File: src/rtl/serial_sub_pkg.sv
// serial_sub_pkg: shared definitions for the bit-serial subtractor.
// Holds the FSM state encoding and the full-subtractor truth tables,
// indexed by {a, b, bin}.
package serial_sub_pkg;

    typedef enum logic [1:0] {
        IDLE = 2'd0,
        RUN  = 2'd1,
        DONE = 2'd2
    } state_t;

    // Difference output of one full-subtractor cell, bit index {a, b, bin}
    localparam logic [7:0] FS_D_TT    = 8'b1001_0110;
    // Borrow output of one full-subtractor cell, bit index {a, b, bin}
    localparam logic [7:0] FS_BOUT_TT = 8'b1000_1110;

    // Table lookup form of the cell, returns {bout, d}
    function automatic logic [1:0] fs_eval(input logic a, input logic b, input logic bin);
        logic [2:0] idx;
        idx = {a, b, bin};
        return {FS_BOUT_TT[idx], FS_D_TT[idx]};
    endfunction

endpackage

File: src/rtl/serial_subtractor_fs_cell.sv
// fs_cell: combinational one-bit full subtractor, d = a - b - bin.
module fs_cell (
    input  logic a,
    input  logic b,
    input  logic bin,
    output logic d,
    output logic bout
);

    // Difference and borrow-out of a single bit position
    always_comb begin
        d    = a ^ b ^ bin;
        bout = (~a & b) | (~a & bin) | (b & bin);
    end

endmodule

File: src/rtl/serial_subtractor.sv
// serial_subtractor: bit-serial unsigned subtractor, diff = a - b, LSB first,
// one full-subtractor cell evaluated per clock with a single borrow flop.
// Optional feature macro: SERIAL_SUB_OVF_EN adds the signed overflow output.
module serial_subtractor
    import serial_sub_pkg::*;
#(
    parameter int WIDTH = 8
) (
    input  logic             clk,
    input  logic             rst,
    input  logic             in_valid,
    output logic             in_ready,
    input  logic [WIDTH-1:0] a,
    input  logic [WIDTH-1:0] b,
    output logic             out_valid,
    input  logic             out_ready,
    output logic [WIDTH-1:0] diff,
    output logic             borrow
`ifdef SERIAL_SUB_OVF_EN
    ,
    output logic             overflow
`endif
);

    localparam int CW = $clog2(WIDTH);
    localparam logic [CW-1:0] CNT_LAST = CW'(WIDTH - 1);

    state_t           state;
    state_t           state_next;
    logic [WIDTH-1:0] a_sh;
    logic [WIDTH-1:0] b_sh;
    logic [WIDTH-1:0] res_sh;
    logic             bflop;
    logic [CW-1:0]    cnt;
    logic             cell_d;
    logic             cell_bout;
    logic             accept;
    logic             last_bit;

    fs_cell u_cell (
        .a    (a_sh[0]),
        .b    (b_sh[0]),
        .bin  (bflop),
        .d    (cell_d),
        .bout (cell_bout)
    );

    assign accept   = (state == IDLE) && in_valid;
    assign last_bit = (state == RUN) && (cnt == CNT_LAST);

    // State register
    always_ff @(posedge clk) begin
        if (rst) state <= IDLE;
        else     state <= state_next;
    end

    // Next-state and handshake outputs
    always_comb begin
        state_next = state;
        in_ready   = 1'b0;
        out_valid  = 1'b0;
        case (state)
            IDLE: begin
                in_ready = 1'b1;
                if (in_valid) state_next = RUN;
            end
            RUN: begin
                if (cnt == CNT_LAST) state_next = DONE;
            end
            DONE: begin
                out_valid = 1'b1;
                if (out_ready) state_next = IDLE;
            end
            default: state_next = IDLE;
        endcase
    end

    // Operand shifting, borrow chain and result capture
    always_ff @(posedge clk) begin
        if (rst) begin
            a_sh   <= '0;
            b_sh   <= '0;
            res_sh <= '0;
            bflop  <= 1'b0;
            cnt    <= '0;
            diff   <= '0;
            borrow <= 1'b0;
        end else if (accept) begin
            a_sh  <= a;
            b_sh  <= b;
            bflop <= 1'b0;
            cnt   <= '0;
        end else if (state == RUN) begin
            a_sh   <= a_sh >> 1;
            b_sh   <= b_sh >> 1;
            res_sh <= {cell_d, res_sh[WIDTH-1:1]};
            bflop  <= cell_bout;
            if (last_bit) begin
                // Publish the full result, including this final bit, as DONE is entered
                diff   <= {cell_d, res_sh[WIDTH-1:1]};
                borrow <= cell_bout;
            end else begin
                cnt <= cnt + CW'(1);
            end
        end
    end

`ifdef SERIAL_SUB_OVF_EN
    logic a_msb;
    logic b_msb;

    // Operand sign capture and signed overflow, registered with diff
    always_ff @(posedge clk) begin
        if (rst) begin
            a_msb    <= 1'b0;
            b_msb    <= 1'b0;
            overflow <= 1'b0;
        end else if (accept) begin
            a_msb <= a[WIDTH-1];
            b_msb <= b[WIDTH-1];
        end else if (last_bit) begin
            overflow <= (a_msb != b_msb) && (cell_d != a_msb);
        end
    end
`endif

endmodule

File: config.mk
export PLATFORM = sky130hd
export DESIGN_NAME = serial_subtractor
export DESIGN_NICKNAME = d
export VERILOG_FILES = /design/src/rtl/serial_sub_pkg.sv /design/src/rtl/serial_subtractor_fs_cell.sv /design/src/rtl/serial_subtractor.sv
export SDC_FILE = /design/constraint.sdc
export NUM_CORES = 1
export LEC_CHECK = 0
export ABC_AREA = 1
export CORE_UTILIZATION = 40
export CTS_CLUSTER_DIAMETER = 60
export DETAILED_ROUTE_END_ITERATION = 8
export PLACE_DENSITY = 0.7
export SLEW_MARGIN = 20
export SYNTH_ARGS = -nofsm -noshare
export SYNTH_HDL_FRONTEND = slang
export SYNTH_SLANG_ARGS = --single-unit
export TNS_END_PERCENT = 20
File: constraint.sdc
create_clock -name clk -period 1.6 [get_ports clk]
set_input_delay 0.48 -clock clk [delete_from_list [all_inputs] [get_ports clk]]
set_output_delay 0.48 -clock clk [all_outputs]
set_load 0.02 [all_outputs]
======== Word-level counts from Yosys, hierarchy flattened ========
Cells that the tools add are included.
cells by class
  add/sub/neg operators ................... 1
  equality and inequality tests ........... 6
  muxes and demuxes ....................... 10
  bitwise logic cells ..................... 10
  reductions and logical operators ........ 9
operators with widths
  operator               number
  $mux W8                4
  $mux W2                3
  $ne A2 B2 Y1 const B   3
  $pmux W2 S3            1
  $reduce_and A3 Y1      2
  $reduce_and A2 Y1      2
  $add A3 B1 Y3 const B  1
  $and A1 B1 Y1          3
  $eq A3 B3 Y1 const B   1
  $not A1 Y1             3
  $eq A2 B1 Y1 const B   1
  $eq A2 B2 Y1 const B   1
  $logic_and A1 B1 Y1    2
  $logic_not A2 Y1       1
  $mux W1                2
  $or A1 B1 Y1           2
  $reduce_bool A2 Y1     1
  $reduce_or A2 Y1       1
  $xor A1 B1 Y1          2
storage, ports and cells
  register bits after elaboration ......... 39
  input port bits ......................... 20
  output and inout port bits .............. 11

======== Logic depth before layout (Yosys ltp) ========
  depth in word-level cells ............... 4
  gate-level depth with buffers ........... 8
  depth with buffers taken out ............ 7

======== Cells and area by module ========
Synthesis repeated with hierarchy kept, for this count alone.
unflattened totals
  cell total of the unflattened synthesis .. 240
  area, all modules ....................... 1696.6 um^2
by module, submodules not included
  module             instances  cells an instance  area each (um^2)
  serial_subtractor  1          237                1669.1
  fs_cell            1          3                  27.5

======== Worst setup path before layout ========
OpenSTA, ideal clock, no wires.
  path type ............................... register to output
  from .................................... reg state[1]
  to ...................................... out out_valid
  arrival ................................. 839 ps
  slack ................................... 281 ps
  cell stages (with the launch flop) ...... 4
  path buffers ............................ 1
  cell sequence ........................... dfxtp_1 > inv_2 > buf_6 > nor2_4
on the way
  longest elaborated chain between the ends .. 2
RTL lines
  element                   line                     source
  start: declaration        serial_subtractor.sv:28  state_t state;
  start signal: assignment  serial_subtractor.sv:54  else state <= state_next;
  $eq A2 B2 Y1              serial_subtractor.sv:62  case (state)
  $mux W1                   serial_subtractor.sv:62
  end: declaration          serial_subtractor.sv:15  output logic out_valid,
Every way passes these cells.

======== Worst setup path in the final report ========
  from .................................... reg state[1]
  to ...................................... out in_ready
on the way
  longest elaborated chain between the ends .. 2
RTL lines
  element           line                     source
  $logic_not A2 Y1  serial_subtractor.sv:62
  $mux W1           serial_subtractor.sv:62
  end: declaration  serial_subtractor.sv:12  output logic in_ready,
Every way passes these cells.

==> results.yml <==
clock_network:
  cts_setup_buffers: 0
  holdBufCountCts: 0
  cts.clk_slew.worst_paths_ps: 80
  clock_sinks: 38
  clockBufferDepth: 2
  clk_latency_ps: 290
  cts_max_level: 2
  cts_buffers: 5
  cts_root_buf: "clkbuf_8"
  cts_tree: "built"
layout:
  fin_cells: 328
  nets: 300
  area_growth_pct: 27.3
  antenna_cells: 0
  drive_gt1_share_pct: 15.8
  finish.utilization_pct: 54.6
grt:
  use_met3_pct: 5.43
  grt_start_max_net_pins: 20
  gr-total-overflow: 0
  grt_pass1_vias: 1340
  gr-usage-met2_pct: 26.7
  grt_use_met1_pct: 20.3
  grt_antenna_before_repair: 0
  grt_first_pass_wirelength_um: 5750
  grt_busiest_layer: "met2"
  grtUsageTotal_pct: 16.7
min_path:
  min_path_type: "register to register"
job:
  drv_cap: 0
floorplan:
  die_h_um: 68.6
  core_sq_mm: 0.00414
  die_w_um: 68.6
  die_area_sq_mm: 0.00471
  fp-row-count: 23
  initial_core_util_pct: 42.9
  ioPinCount: 31
detailed_routing:
  finalWirelength_um: 3490
  dr.pass1.iters: 4
  detail-route-antenna-nets: 0
  vias: 1537
  wl_per_cell_um: 10.6
  drcViolationCount: 0
  first_iter_violations: 97
  via_per_inst: 4.69
synth:
  ys_top_cells_by_count: "60 x nand2_1, 38 x dfxtp_1, 32 x nor2_1, 26 x nand3_1, 22 x inv_1"
  ys_seq_area_share_pct: 42.8
  synth_xor_area_share_pct: 0
  ys_seq_elements: 38
  yosys-top-cells-area: "dfxtp_1 43%, nand2_1 13%, nand3_1 7.3%, nor2_1 6.8%, a21oi_2 4.9%"
  synth.largest_area_cell: "dfxtp_1"
  yosys.area_share.simple_pct: 31.3
  yosys.area_share.adder_pct: 2.54
  yosysWarnings: 0
  async_reset_ff_share_pct: 0
  synth_area_sq_mm: 0.00178
  synth_top_family_by_area: "simple AND/OR/NAND/NOR gates"
  ys.flop_type: "dfxtp_1"
  ys_types: 21
  syn_area_per_cell_sq_um: 7.37
  synthMuxAreaShare_pct: 0
  synth_compound_area_share_pct: 13.2
  synth_most_common_cell: "nand2_1"
  synth_edf_count: 0
  syn-num-nets: 264
  synth_top_area_share_pct: 42.8
  synth_cells: 241
sta:
  slew_headroom_pct: 73.4
  final.min_clock_period_ps: 1540
  period_share_pct: 96.5
  slew_viol_final: 0
  fin_worst_skew_ps: 6.04
  rsz0062_at_grt: "no"
  setup_violations: 0
  hold_viol: 0
  fin_ws_ps: 56.3
  tightestPinTransition_ps: 398
  fmax_mhz: 648
setup_path:
  arrival_ps: 1060
  cp_max_fo: 3
  crit_type: "register to output port"
  cp-start-kind: "register"
  cp-end-kind: "output port"
  cp.required_ps: 1120
power_and_ir_drop:
  ir_drop_uv: 548
  cellLeakagePower_nw: 1.05
  power-per-cell-area_mw_per_mm2: 1020
placement:
  place_ws_ps: -77.8
  hpwlAfterDp_um: 2370
  numPortBuffers: 30
  place_inst: 320
  gp_congestion: 0.759
run_status:
  status: "finished, final reports clean"
power by group:
group          switching [mW]  internal [mW]  total, mW
combinational           0.161          0.136      0.297
clock                   0.350          0.625      0.975
sequential             0.0335          0.998       1.03
layout make-up:
class	count	area, sq um
Sequential cell	38	763
Multi-Input combinational cell	167	836
Tap cell	50	62.6
Timing Repair Buffer	41	373
Clock buffer	5	68.8
Inverter	24	90.1
Fill cell	420	1880
Clock inverter	3	68.8
through the flow:
stage	power (mW)	cell area, sq um	TNS [ps]	hold WS [ps]
floorplan	1.26	1780	0	444
CTS	2.32	2260	0	470
finish	2.30	2260	0	465
global placement	1.35	2130	-646	454
detailed placement	1.35	2130	-1290	461
global route	2.41	2260	0	488
sequential cells by signal, summed over array words and instances (netlist names):
name / cells
borrow: 1
diff: 8
state: 2
cnt: 3
a_sh: 8
res_sh: 7
bflop: 1
b_sh: 8
layer usage:
layer / vias up / routed length (um)
met5: - / 0
met4: 0 / 54
met3: 4 / 155
met2: 31 / 1580
met1: 673 / 1690
li1: 829 / -
critical path, stage by stage (launching register included):
cell and delay (ps):
dfxtp_2 350, nor2_4 110, clkdlybuf4s15_1 310
cells by family after synthesis:
group                      count (synthesis)
and+or+nand+nor                          127
DFF                                       38
buffers and inverters                     36
AOI/OAI and AO/OA                         37
adders and majority gates                  3
repair_timing:
item                                    CTS  global route
gates cloned                              0             0
endpoints found under the setup margin   11             1
hold endpoints to repair                  0             0
resized for setup                        15             1
cell usage in the layout, fill, tap and decap left out, types with 2 or more instances in the layout:
master,synthesis,final
inv_2,2,2
nand2_2,4,4
clkdlybuf4s50_1,0,19
a21oi_1,12,12
dfxtp_2,0,2
o21ai_0,14,14
dlygate4sd2_1,0,9
dfxtp_1,38,36
buf_4,1,11
nand3_1,26,26
a21oi_2,10,10
nor2_1,32,32
bufinv_16,0,2
clkbuf_8,0,5
ha_1,2,2
nor2_4,4,4
nand2_1,60,60
inv_1,22,22
final timing paths:
kind	from	end	slack, ps	cells after the start
hold reg to reg	borrow$_SDFFE_PP0P_	borrow$_SDFFE_PP0P_	470	2
setup reg to reg	cnt[0]$_SDFFE_PP0P_	diff[0]$_SDFFE_PP0P_	310	6
hold / removal	borrow$_SDFFE_PP0P_	borrow$_SDFFE_PP0P_	470	2
setup / recovery	state[1]$_SDFFE_PP0P_	in_ready	60	2
(Power assumes the default switching activity.)
